**src/rtl/mux_lookup_arb_if.sv**
```systemverilog
// Bundle for mux_lookup_arb: producer lanes, select/mode control and the
// registered output stage.
//   master : producer/consumer side (drives in_valid, in_data, sel, mode, out_ready)
//   slave  : arbiter side (drives in_ready, out_valid, out_data, out_chan, sel_err)
interface mux_lookup_arb_if #(
  parameter int N     = 8,
  parameter int W     = 8,
  parameter int SEL_W = 3
);
  logic [N-1:0]     in_valid;
  logic [N-1:0]     in_ready;
  logic [N*W-1:0]   in_data;
  logic [SEL_W-1:0] sel;
  logic             mode;
  logic             out_valid;
  logic             out_ready;
  logic [W-1:0]     out_data;
  logic [SEL_W-1:0] out_chan;
  logic             sel_err;

  modport master (
    output in_valid, in_data, sel, mode, out_ready,
    input  in_ready, out_valid, out_data, out_chan, sel_err
  );

  modport slave (
    input  in_valid, in_data, sel, mode, out_ready,
    output in_ready, out_valid, out_data, out_chan, sel_err
  );
endinterface

```
**src/rtl/mux_lookup_arb.sv**
```systemverilog
// N-channel, W-bit lookup mux with per-channel valid/ready, a one-entry
// registered output stage and two selection modes (fixed select / round-robin).
// Ports:
//   clock : rising-edge clock
//   reset : asynchronous, active-high reset
//   io    : mux_lookup_arb_if.slave (io_in_*, io_sel, io_mode, io_out_*, io_sel_err)
module mux_lookup_arb #(
  parameter int N     = 8,
  parameter int W     = 8,
  parameter int SEL_W = 3
) (
  input logic           clock,
  input logic           reset,
  mux_lookup_arb_if.slave io
);

  localparam logic [SEL_W:0]   N_EXT = (SEL_W + 1)'(N);
  localparam logic [SEL_W-1:0] LAST  = SEL_W'(N - 1);

  logic [SEL_W-1:0] ptr;
  logic [SEL_W-1:0] cand;
  logic [SEL_W:0]   rr_idx;
  logic             found;
  logic             load_en;
  logic             sel_oob;
  logic             grant;
  logic [W-1:0]     sel_data;

  // Candidate selection and grant; in_data is only used for sel_data, which
  // feeds the output register, so no data-to-output combinational path exists.
  always_comb begin
    load_en = !io.out_valid || io.out_ready;
    sel_oob = {1'b0, io.sel} >= N_EXT;
    found   = 1'b0;
    cand    = '0;
    rr_idx  = '0;
    if (io.mode) begin
      // Scan ptr, ptr+1, ... wrapping modulo N; first valid channel wins.
      for (int unsigned i = 0; i < N; i++) begin
        rr_idx = {1'b0, ptr} + (SEL_W + 1)'(i);
        if (rr_idx >= N_EXT) rr_idx = rr_idx - N_EXT;
        if (!found && io.in_valid[rr_idx[SEL_W-1:0]]) begin
          found = 1'b1;
          cand  = rr_idx[SEL_W-1:0];
        end
      end
    end else if (!sel_oob) begin
      found = io.in_valid[io.sel];
      cand  = io.sel;
    end
    grant       = found && load_en;
    io.in_ready = '0;
    if (grant) io.in_ready[cand] = 1'b1;
  end

  always_comb begin
    sel_data = '0;
    for (int unsigned k = 0; k < N; k++) begin
      if (SEL_W'(k) == cand) sel_data = io.in_data[k*W +: W];
    end
  end

  always_ff @(posedge clock or posedge reset) begin
    if (reset) begin
      io.out_valid <= 1'b0;
      io.out_data  <= '0;
      io.out_chan  <= '0;
      io.sel_err   <= 1'b0;
      ptr          <= '0;
    end else begin
      io.sel_err <= !io.mode && sel_oob;
      if (grant) begin
        io.out_valid <= 1'b1;
        io.out_data  <= sel_data;
        io.out_chan  <= cand;
        if (io.mode) ptr <= (cand == LAST) ? '0 : cand + 1'b1;
      end else if (io.out_ready) begin
        // Drained with nothing to replace it; data/chan keep stale values.
        io.out_valid <= 1'b0;
      end
    end
  end

endmodule

```
**src/flat_wrapper.sv**
```systemverilog
// flat-port wrapper written by rule: the top's interface ports become plain ports
module mux_lookup_arb_flat 
#(
  parameter int N     = 8,
  parameter int W     = 8,
  parameter int SEL_W = 3
)
  (clock, reset, io_in_valid, io_in_data, io_sel, io_mode, io_out_ready, io_in_ready, io_out_valid, io_out_data, io_out_chan, io_sel_err);
  mux_lookup_arb_if #(.N(N), .W(W), .SEL_W(SEL_W)) io_i ();
  input logic clock;
  input logic reset;
  input wire logic [$bits(io_i.in_valid)-1:0] io_in_valid;
  input wire logic [$bits(io_i.in_data)-1:0] io_in_data;
  input wire logic [$bits(io_i.sel)-1:0] io_sel;
  input wire logic [$bits(io_i.mode)-1:0] io_mode;
  input wire logic [$bits(io_i.out_ready)-1:0] io_out_ready;
  output wire logic [$bits(io_i.in_ready)-1:0] io_in_ready;
  output wire logic [$bits(io_i.out_valid)-1:0] io_out_valid;
  output wire logic [$bits(io_i.out_data)-1:0] io_out_data;
  output wire logic [$bits(io_i.out_chan)-1:0] io_out_chan;
  output wire logic [$bits(io_i.sel_err)-1:0] io_sel_err;
  assign io_i.in_valid = io_in_valid;
  assign io_i.in_data = io_in_data;
  assign io_i.sel = io_sel;
  assign io_i.mode = io_mode;
  assign io_i.out_ready = io_out_ready;
  assign io_in_ready = io_i.in_ready;
  assign io_out_valid = io_i.out_valid;
  assign io_out_data = io_i.out_data;
  assign io_out_chan = io_i.out_chan;
  assign io_sel_err = io_i.sel_err;
  mux_lookup_arb #(.N(N), .W(W), .SEL_W(SEL_W)) u_core (.clock(clock), .reset(reset), .io(io_i));
endmodule
```
**config.mk**
```make
export PLATFORM = sky130hd
export DESIGN_NAME = mux_lookup_arb_flat
export DESIGN_NICKNAME = d
export VERILOG_FILES = /design/src/rtl/mux_lookup_arb_if.sv /design/src/rtl/mux_lookup_arb.sv /design/src/flat_wrapper.sv
export SDC_FILE = /design/constraint.sdc
export NUM_CORES = 1
export LEC_CHECK = 0
export CAP_MARGIN = 20
export CORE_ASPECT_RATIO = 1.4
export CORE_MARGIN = 2
export CORE_UTILIZATION = 45
export DETAILED_ROUTE_END_ITERATION = 8
export PLACE_DENSITY = 0.91
export RECOVER_POWER = 50
export SLEW_MARGIN = 25
export SYNTH_ARGS = -nofsm -noshare
export SYNTH_HDL_FRONTEND = slang
export SYNTH_SLANG_ARGS = --single-unit
```
**constraint.sdc**
```tcl
create_clock -name clock -period 5.5 [get_ports clock]
set_input_delay 1.375 -clock clock [delete_from_list [all_inputs] [get_ports clock]]
set_output_delay 1.375 -clock clock [all_outputs]
set_load 0.05 [all_outputs]
```
==> results.tsv, run 1 <==
stage	metric	value	unit
critical_path	sequence of cells on the critical path	dlygate4sd2_1 > mux2i_1 > mux4_2 > a32oi_4 > nor2_1 > a221oi_1 > a31oi_1 > buf_4 > nand2b_1 > nor2_2 > buf_12	
synthesis	XOR/XNOR Fraction of Synth Area	0.0102	
power_and_ir_drop	Psw	1.22	mW
die	die area	6360	µm²
status	outcome	complete, no violations	
timing	Worst-Margin Slew	0.673	ns
cts	Clk Tree Root Cell	clkbuf_8	
global_routing	largest net degree at the start of global routing	22	
cts	CTS Buffer Depth	2	
global_routing	global-route wire length before repair	13000	µm
synthesis	area fraction in compound gates after synthesis	0.251	
final_layout	Final Util	0.696	
synthesis	post-synthesis adder-cell area fraction	0.0340	
timing	slack of the critical path	0.133	ns
power_and_ir_drop	pwr dens	618	nW/µm²
critical_path	flop-to-flop setup slack	0.64	ns
power_and_ir_drop	Comb power frac	0.876	
die	Chip Width	68.0	µm
drt	iteration count of the initial detailed-routing pass	4	
critical_path	crit path DAT	3.99	ns
global_routing	Tot GR Track Use	0.263	
timing	final hold vios	0	
timing	final worst path period share	0.976	
drt	Iteration-0 DRC Markers	245	
drt	DRT Wirelength	7970	µm
cts	clk slew on worst S/H paths	0.07	ns
drt	DR DRC count	0	
critical_path	max incr delay on CP	0.53	ns
placed_design	placed cells	471	
timing	f_max	186	MHz
power_and_ir_drop	P_int	1.16	mW
cts	clk_lat worst skew	0.25	ns
placed_design	dpl ws	-0.146	ns
critical_path	kind of critical path	input port to primary output	
power_and_ir_drop	Worst VDD drop	0.000347	V
final_layout	design area	3850	µm²
global_routing	number of global-route vias before repair	2788	
critical_path	CP max-delay cell	mux4_2	
placed_design	RD Place Congestion	0.953	
drt	vias per cell	6.06	
synthesis	Netlist cell types	61	
synthesis	Primary FF master, synth	dfrtp_1	
cts	cts hold-fix bufs	0	
hold_path	HP Class	flip-flop to flip-flop	
power_and_ir_drop	Clock power frac	0.039	
job	max_cap viols	0	
power_and_ir_drop	sw frac	0.513	
cts	CTS tree	yes	
final_layout	final net count	494	
critical_path	critical path required time	4.12	ns
global_routing	remaining global-route overflow	0	
timing	relative max-transition margin	0.551	
synthesis	Post-synth EDFFs	0	
critical_path	capturing point of the worst reg2reg path	u_core.io.out_data[2]$_DFFE_PP0P_	
synthesis	mux share of post-synthesis cell area	0.280	
synthesis	post-synthesis async set-or-reset flop share	1.00	
die	I/O pin count	100	
cts	cts bufs inserted	3	
hold_path	HP Start	u_core.io.out_chan[2]$_DFFE_PP0P_	
synthesis	Synth Area per Inst	8.80	µm²
drt	post-route ant nets	0	
die	Die Y	93.5	µm
timing	final setup violating endpoints	0	
synthesis	Syn Std Cell Area	2580	µm²
placed_design	Area after DPL	3790	µm²
drt	Avg WL per Cell	16.8	µm
synthesis	Synth Net Count	379	
timing	Layout Skew	0.00518	ns
global_routing	initial antenna violation count	0	
placed_design	IO Port Bufs	98	
die	row count	32	
critical_path	path depth of the worst reg2reg path	19	
critical_path	Buf/Inv on CP	3	
timing	setup_tns	0	ns
critical_path	maximum fanout along the worst path	10	
final_layout	layout cells sized above 1	0.226	
cts	H-tree depth	1	
synthesis	simple-gate share of the synthesized area	0.164	
synthesis	Seq cells post-synth	15	
timing	Slew Limit Fails	0	
final_layout	area added between synthesis and finish	49.3	%
timing	Tmin final	5.37	ns
final_layout	fin cells	475	
final_layout	fill count	416	
placed_design	HPWL Detailed	6500	µm
cts	clk sinks	15	
die	starting density of the core	0.466	
drt	total number of vias	2879	
synthesis	register area share after synthesis	0.146	
critical_path	startpoint type of the worst setup path	input port	
synthesis	largest family of logic cells by synthesized area	multiplexers	
hold_path	worst hold endpoint	u_core.io.out_chan[2]$_DFFE_PP0P_	
critical_path	FF-to-FF Start	u_core.ptr[0]$_DFFE_PP0P_	
critical_path	CP endpoint kind	primary output	
final_layout	n_diodes	0	
synthesis	synthesized instance count	293	
timing	RSZ-0062 raised after global routing	yes	
final_layout	most frequent cells in the layout	clkdlybuf4s50_1 (73), buf_4 (38), nor2_1 (36)	
hold_path	Hold Path Cell Cnt	1	
power_and_ir_drop	leak pwr	1.62	nW
final_layout	most common cell after layout, fill and taps aside	clkdlybuf4s50_1	
critical_path	cell family with most CP delay	compound AO/OA/AOI/OAI gates	
synthesis	synth warn	0	
die	core box area	5530	µm²
power_and_ir_drop	share of power burned in registers	0.085	
==> state kept, by name (all words and copies together) (netlist names) <==
name	flops
u_core.io.out_data	8
u_core.io.out_valid	1
u_core.ptr	3
u_core.io.out_chan	3
==> cell type report <==
class / count / area, µm² / share of cell area
clock inverter: 1 / 5.00 / 0.00130
tap: 68 / 85.1 / 0.0221
sequential: 15 / 375 / 0.0976
inverter: 17 / 77.6 / 0.0202
timing repair buffer: 136 / 1330 / 0.345
multi-input combinational: 235 / 1930 / 0.503
clock buffer: 3 / 41.3 / 0.0107
==> cell usage after synthesis (4+ instances only) <==
cell | count | area, µm²
a31oi_1 | 6 | 37.5
a211oi_1 | 4 | 30.0
nand2_1 | 13 | 48.8
nor3_1 | 7 | 35.0
mux4_1 | 7 | 184
nand2b_1 | 4 | 25.0
nand3_1 | 8 | 40.0
dfrtp_1 | 15 | 375
ha_1 | 7 | 87.6
a22oi_1 | 13 | 97.6
a221oi_1 | 5 | 43.8
clkbuf_8 | 5 | 68.8
mux2i_1 | 20 | 200
o21ai_0 | 5 | 25.0
nor2_1 | 38 | 143
buf_6 | 4 | 45.0
inv_1 | 16 | 60.1
buf_2 | 4 | 20.0
a21oi_1 | 24 | 120
mux2_2 | 8 | 90.1
clkbuf_1 | 8 | 30.0
mux4_2 | 10 | 225
o211ai_1 | 5 | 37.5
a41o_1 | 4 | 40.0
==> worst reg2reg max path, delay by kind of cell (launching register included) <==
family	cells	cell delay (ns)
buf+inv	3	0.47
compound gates	6	1.03
simple gates	2	0.12
mux	5	1.55
flops	1	0.34
fa+ha+maj	3	1.24
==> metal layers <==
layer / part of all wire / GRT usage
met1: 0.35 / 0.312
met5: 0 / 0
met3: 0.058 / 0.0241
met4: 0.043 / 0.117
met2: 0.55 / 0.464
==> power groups by stage <==
stage | Combinational (mW) | Sequential (mW) | Clock, mW
finish | 2.08 | 0.203 | 0.0924
global route | 2.26 | 0.210 | 0.0975
CTS | 2.07 | 0.203 | 0.0925
detailed placement | 2.04 | 0.205 | 0
global placement | 1.99 | 0.202 | 0
floorplan | 1.36 | 0.337 | 0
==> metrics by stage <==
| stage | hold slack [ns] | total power [mW] |
|---|---|---|
| after floorplan | 0.738 | 1.70 |
| after global placement | 0.475 | 2.20 |
| after detailed placement | 0.479 | 2.24 |
| after CTS | 0.494 | 2.36 |
| after global routing | 0.527 | 2.56 |
| final | 0.494 | 2.38 |
==> cells by family (layout without fill, tap and decap cells) <==
group	after synthesis	in the layout
AOI/OAI and AO/OA	91	91
and+or+nand+nor	87	87
muxes	46	46
buffers and inverters	43	157
DFF	15	15
adders and majority gates	7	7
xor gates and xnor gates	3	3
other	1	1
==> worst max-delay path by stage <==
stage | startpoint | endpoint | slack (ns) | cells past startpoint
after global routing | io_in_valid[5] | io_in_ready[7] | -0.01 | 13
after global placement | io_in_valid[3] | io_in_ready[2] | -0.09 | 11
after floorplan | io_in_valid[4] | io_in_ready[2] | -0.22 | 9
after CTS | io_in_valid[7] | io_in_ready[5] | 0.09 | 12
final | io_in_valid[0] | io_in_ready[5] | 0.13 | 11
after detailed placement | io_in_valid[3] | io_in_ready[5] | -0.15 | 11
==> repair_timing <==
| item | CTS | global route |
|---|---|---|
| buffers inserted | 0 | 0 |
| endpoints found under the hold margin | 0 | 0 |
| resized for setup | 14 | 9 |
| cloned | 0 | 0 |
| pin swaps | 2 | 3 |
| endpoints found under the setup margin | 7 | 8 |
(Power assumes the default switching activity.)
==> inputs of run 2 (changes only) <==
CORE_UTILIZATION = 49   (was 45)
PLACE_DENSITY = 0.95   (was 0.91)
clock period = 6.8 ns   (was 5.5 ns; I/O delays follow)
==> results.tsv, run 2 (synthesized netlist as in run 1, its figures left out) <==
stage	metric	value	unit
status	outcome	complete, no violations	
drt	Iteration-0 DRC Markers	323	
die	Chip Width	65.3	µm
die	core box area	5120	µm²
placed_design	RD Place Congestion	0.942	
cts	clk slew on worst S/H paths	0.06	ns
cts	Clk Tree Root Cell	clkbuf_8	
global_routing	global-route wire length before repair	13200	µm
critical_path	maximum fanout along the worst path	10	
timing	relative max-transition margin	0.545	
cts	CTS Buffer Depth	2	
final_layout	area added between synthesis and finish	40.4	%
final_layout	Final Util	0.707	
die	I/O pin count	100	
timing	setup_tns	0	ns
timing	final worst path period share	0.967	
critical_path	kind of critical path	input port to primary output	
cts	post-CTS setup buffer count	0	
critical_path	crit path DAT	4.88	ns
global_routing	remaining global-route overflow	0	
drt	total number of vias	2785	
drt	vias per cell	6.27	
global_routing	largest net degree at the start of global routing	22	
drt	post-route ant nets	0	
critical_path	flop-to-flop setup slack	1.60	ns
global_routing	number of global-route vias before repair	2894	
cts	H-tree depth	1	
timing	final setup violating endpoints	0	
critical_path	max incr delay on CP	0.59	ns
final_layout	n_diodes	0	
power_and_ir_drop	leak pwr	1.48	nW
timing	RSZ-0062 raised after global routing	no	
final_layout	layout cells sized above 1	0.132	
global_routing	Tot GR Track Use	0.278	
timing	Tmin final	6.58	ns
final_layout	Top Registers	u_core.io.out_data (8), u_core.io.out_chan (3), u_core.ptr (3)	
die	die area	5860	µm²
drt	DRT Wirelength	7950	µm
timing	Worst-Margin Slew	0.682	ns
global_routing	initial antenna violation count	0	
final_layout	number of flip-flops in the largest register	8	
die	starting density of the core	0.503	
critical_path	CP max-delay cell	clkdlybuf4s50_1	
cts	clk_lat worst skew	0.25	ns
final_layout	final net count	465	
die	row count	31	
power_and_ir_drop	Worst VDD drop	0.000257	V
timing	Layout Skew	0.00379	ns
placed_design	IO Port Bufs	98	
timing	Slew Limit Fails	0	
cts	cts bufs inserted	3	
placed_design	HPWL Detailed	6360	µm
power_and_ir_drop	pwr dens	492	nW/µm²
drt	iteration count of the initial detailed-routing pass	6	
cts	cts hold-fix bufs	0	
final_layout	largest reg by FF count	u_core.io.out_data	
drt	DR DRC count	0	
final_layout	most frequent cells in the layout	clkdlybuf4s50_1 (79), nor2_1 (38), a21oi_1 (24)	
final_layout	most common cell after layout, fill and taps aside	clkdlybuf4s50_1	
cts	cts repair resizes	0	
drt	Avg WL per Cell	17.9	µm
timing	final hold vios	0	
hold_path	HP Class	flip-flop to flip-flop	
cts	CTS tree	yes	
die	Die Y	89.8	µm
critical_path	startpoint type of the worst setup path	input port	
timing	f_max	152	MHz
final_layout	fill count	366	
power_and_ir_drop	Power, Total	1.78	mW
critical_path	CP endpoint kind	primary output	
job	max_cap viols	0	
critical_path	sequence of cells on the critical path	clkdlybuf4s50_1 > mux4_1 > mux2i_1 > nand3_1 > o21ai_0 > a221oi_1 > a31oi_1 > buf_4 > inv_1 > nor3_1 > buf_12	
cts	clk sinks	15	
critical_path	critical path required time	5.10	ns
==> run 2: changes by cell type in the layout (fill, tap and decap cells not counted), moves of 3 or more <==
cell	before	now
mux4_2	13	10
clkdlybuf4s50_1	73	79
mux4_1	4	7
buf_4	38	9
dlygate4sd2_1	6	0
==> run 2: worst paths after layout <==
check / startpoint / to / depth (start not counted)
setup / recovery: io_in_valid[6] / io_in_ready[6] / 11
hold / removal: u_core.io.out_chan[2]$_DFFE_PP0P_ / u_core.io.out_chan[2]$_DFFE_PP0P_ / 1
setup reg to reg: u_core.ptr[0]$_DFFE_PP0P_ / u_core.io.out_data[0]$_DFFE_PP0P_ / 18
hold reg to reg: u_core.io.out_chan[2]$_DFFE_PP0P_ / u_core.io.out_chan[2]$_DFFE_PP0P_ / 1
max in group asynchronous: reset / u_core.io.out_data[6]$_DFFE_PP0P_ / 2
min in group asynchronous: reset / u_core.io.out_data[2]$_DFFE_PP0P_ / 2
==> run 2: through the flow <==
stage / instance area, µm² / hold WS [ns] / setup WS (ns) / instances
finish: 3620 / 0.501 / 0.221 / 444
CTS: 3620 / 0.509 / 0.285 / 444
global placement: 3570 / 0.475 / 0.363 / 440
detailed placement: 3570 / 0.495 / 0.298 / 440
floorplan: 2580 / 0.738 / 0.430 / 293
global route: 3620 / 0.524 / 0.127 / 444
==> run 2: critical path: cells and delay by family <==
family	cells	cell delay, ns
compound gates	3	0.53
mux	2	1.10
simple gates	2	0.49
buf+inv	4	1.06
==> run 2: layout make-up <==
cell class                      count  area [µm²]  area share
Multi-Input combinational cell    235        1910       0.528
Timing Repair Buffer              107        1130       0.312
Sequential cell                    15         375       0.104
Tap cell                           66        82.6      0.0228
Inverter                           17        77.6      0.0214
Clock buffer                        4        45.0      0.0124
==> run 2: routing by layer <==
| metal | vias up | track usage | part of all wire |
|---|---|---|---|
| met2 | 173 | 0.502 | 0.53 |
| met5 | - | 0 | 0 |
| met3 | 40 | 0.0325 | 0.070 |
| met4 | 0 | 0.160 | 0.051 |
| met1 | 1275 | 0.303 | 0.35 |
| li1 | 1297 | - | - |
==> run 2: power by group <==
| group | internal [mW] | switching [mW] |
|---|---|---|
| Clock | 0.0415 | 0.0316 |
| Sequential | 0.132 | 0.0342 |
| Combinational | 0.652 | 0.889 |
==> inputs of run 3 (changes only) <==
CORE_MARGIN = 5   (was 2)
==> results.tsv, run 3 (synthesized netlist as in run 1, its figures left out) <==
stage	metric	value	unit
final_layout	fill count	351	
timing	RSZ-0062 raised after global routing	no	
power_and_ir_drop	Comb power frac	0.867	
placed_design	IO Port Bufs	98	
power_and_ir_drop	pwr dens	496	nW/µm²
cts	Clk Tree Root Cell	clkbuf_8	
final_layout	most frequent cells in the layout	clkdlybuf4s50_1 (79), nor2_1 (38), a21oi_1 (24)	
die	I/O pin count	100	
global_routing	remaining global-route overflow	0	
critical_path	Buf/Inv on CP	3	
global_routing	number of global-route vias before repair	2896	
die	row count	31	
drt	Avg WL per Cell	19.0	µm
critical_path	cell family with most CP delay	simple AND/OR/NAND/NOR gates	
power_and_ir_drop	Power, Total	1.81	mW
timing	relative max-transition margin	0.514	
critical_path	kind of critical path	input port to primary output	
power_and_ir_drop	P_int	837	µW
final_layout	Top Registers	u_core.io.out_data (8), u_core.io.out_chan (3), u_core.ptr (3)	
timing	setup_tns	0	ns
timing	Tmin final	6.63	ns
critical_path	crit path DAT	4.93	ns
critical_path	max incr delay on CP	0.58	ns
critical_path	CP max-delay cell	clkdlybuf4s50_1	
status	outcome	complete, no violations	
timing	Layout Skew	0.00270	ns
timing	Worst-Margin Slew	0.729	ns
critical_path	startpoint type of the worst setup path	input port	
power_and_ir_drop	Clock power frac	0.041	
global_routing	global-route wire length before repair	13400	µm
critical_path	crit path to	io_in_ready[0]	
drt	vias per cell	6.25	
drt	iteration count of the initial detailed-routing pass	5	
final_layout	layout cells sized above 1	0.139	
critical_path	sequence of cells on the critical path	clkdlybuf4s50_1 > mux4_2 > nand4b_1 > o211ai_1 > a2111oi_2 > a211o_2 > or2_1 > inv_1 > nand2_1 > nor3_1 > buf_12	
cts	cts hold-fix bufs	0	
final_layout	number of flip-flops in the largest register	8	
final_layout	final net count	467	
power_and_ir_drop	leak pwr	1.49	nW
final_layout	register area	375	µm²
timing	final setup violating endpoints	0	
final_layout	n_diodes	0	
placed_design	RD Place Congestion	0.942	
final_layout	multi-input logic area	1920	µm²
die	Chip Width	71.3	µm
timing	Slew Limit Fails	0	
critical_path	critical path required time	5.10	ns
power_and_ir_drop	Psw	968	µW
timing	f_max	151	MHz
critical_path	Critical Path Stages	11	
placed_design	HPWL Detailed	6870	µm
drt	DRT Wirelength	8460	µm
critical_path	maximum fanout along the worst path	11	
cts	clk sinks	15	
cts	H-tree depth	1	
final_layout	fin cells	446	
final_layout	most common cell after layout, fill and taps aside	clkdlybuf4s50_1	
placed_design	placed cells	442	
critical_path	flop-to-flop setup slack	1.58	ns
global_routing	Tot GR Track Use	0.243	
drt	total number of vias	2789	
power_and_ir_drop	share of power burned in registers	0.092	
cts	clk_lat worst skew	0.25	ns
final_layout	largest reg by FF count	u_core.io.out_data	
timing	final hold vios	0	
timing	hold_ws	0.500	ns
cts	CTS Buffer Depth	2	
drt	post-route ant nets	0	
timing	final worst path period share	0.976	
die	core box area	5160	µm²
job	max_cap viols	0	
die	starting density of the core	0.500	
critical_path	FF-to-FF Start	u_core.ptr[0]$_DFFE_PP0P_	
final_layout	area added between synthesis and finish	41.2	%
critical_path	CP endpoint kind	primary output	
die	die area	6830	µm²
cts	clk slew on worst S/H paths	0.06	ns
power_and_ir_drop	sw frac	0.536	
global_routing	initial antenna violation count	0	
critical_path	capturing point of the worst reg2reg path	u_core.io.out_data[7]$_DFFE_PP0P_	
critical_path	Worst setup startpoint	io_in_valid[4]	
power_and_ir_drop	Worst VDD drop	0.000284	V
critical_path	path depth of the worst reg2reg path	18	
drt	DR DRC count	0	
global_routing	largest net degree at the start of global routing	22	
drt	Iteration-0 DRC Markers	295	
cts	cts bufs inserted	3	
hold_path	HP Class	flip-flop to flip-flop	
die	Die Y	95.8	µm
cts	CTS tree	yes	
==> run 3: cell count changes in the layout (fill, tap and decap cells not counted) <==
cell	previous run	this run
nor3_1	7	6
buf_4	9	11
nor3_2	1	2
==> run 3: how the worst min path moves through the flow <==
stage	to	startpoint	slack, ns	cells past startpoint
detailed placement	u_core.io.out_chan[2]$_DFFE_PP0P_	u_core.io.out_chan[2]$_DFFE_PP0P_	0.48	1
finish	u_core.io.out_chan[1]$_DFFE_PP0P_	u_core.io.out_chan[1]$_DFFE_PP0P_	0.50	1
floorplan	u_core.ptr[2]$_DFFE_PP0P_	u_core.ptr[2]$_DFFE_PP0P_	0.74	3
global placement	u_core.io.out_chan[2]$_DFFE_PP0P_	u_core.io.out_chan[2]$_DFFE_PP0P_	0.49	1
CTS	u_core.io.out_chan[2]$_DFFE_PP0P_	u_core.io.out_chan[2]$_DFFE_PP0P_	0.51	1
global route	u_core.io.out_chan[1]$_DFFE_PP0P_	u_core.io.out_chan[1]$_DFFE_PP0P_	0.54	1
==> run 3: power groups by stage <==
stage          logic (mW)  registers, mW  clock network (mW)
3_3_place_gp         1.52          0.163                   0
2_1_floorplan        1.10          0.273                   0
5_1_grt              1.68          0.170              0.0771
3_5_place_dp         1.55          0.166                   0
6_report             1.57          0.165              0.0740
4_1_cts              1.56          0.166              0.0737
==> run 3: layout make-up <==
type                            instances  share of cell area
Clock buffer                            4              0.0124
Inverter                               17              0.0213
Multi-Input combinational cell        235               0.526
Sequential cell                        15               0.103
Tap cell                               66              0.0227
Timing Repair Buffer                  109               0.314
==> run 3: what timing repair did <==
item / 4_1_cts / 5_1_grt
resized for setup: 0 / 1
buffers inserted: 0 / 0
setup endpoints to repair: 0 / 1
==> run 3: routing by layer <==
layer / vias to the layer above / GRT usage / part of all wire
li1: 1295 / - / -
met4: 0 / 0.121 / 0.032
met3: 24 / 0.0439 / 0.074
met2: 159 / 0.472 / 0.56
met1: 1311 / 0.242 / 0.34
met5: - / 0 / 0
==> run 3: per-stage QoR <==
stage                     setup WS (ns)  instance area (µm²)  utilization
final                             0.166                 3640        0.706
after global routing             0.0162                 3640        0.706
after CTS                         0.187                 3630        0.705
after detailed placement          0.225                 3590        0.696
after global placement            0.376                 3590        0.696
after floorplan                   0.430                 2580            -
==> run 3: worst register-to-register path: cells and delay by family (launching register included) <==
kind	cells	cell delay [ns]
adder cells (fa/ha/maj)	2	1.42
AO/OA/AOI/OAI	7	1.46
AND/OR/NAND/NOR	3	0.20
flip-flops	1	0.35
buffers and inverters	2	0.34
multiplexers	4	1.35
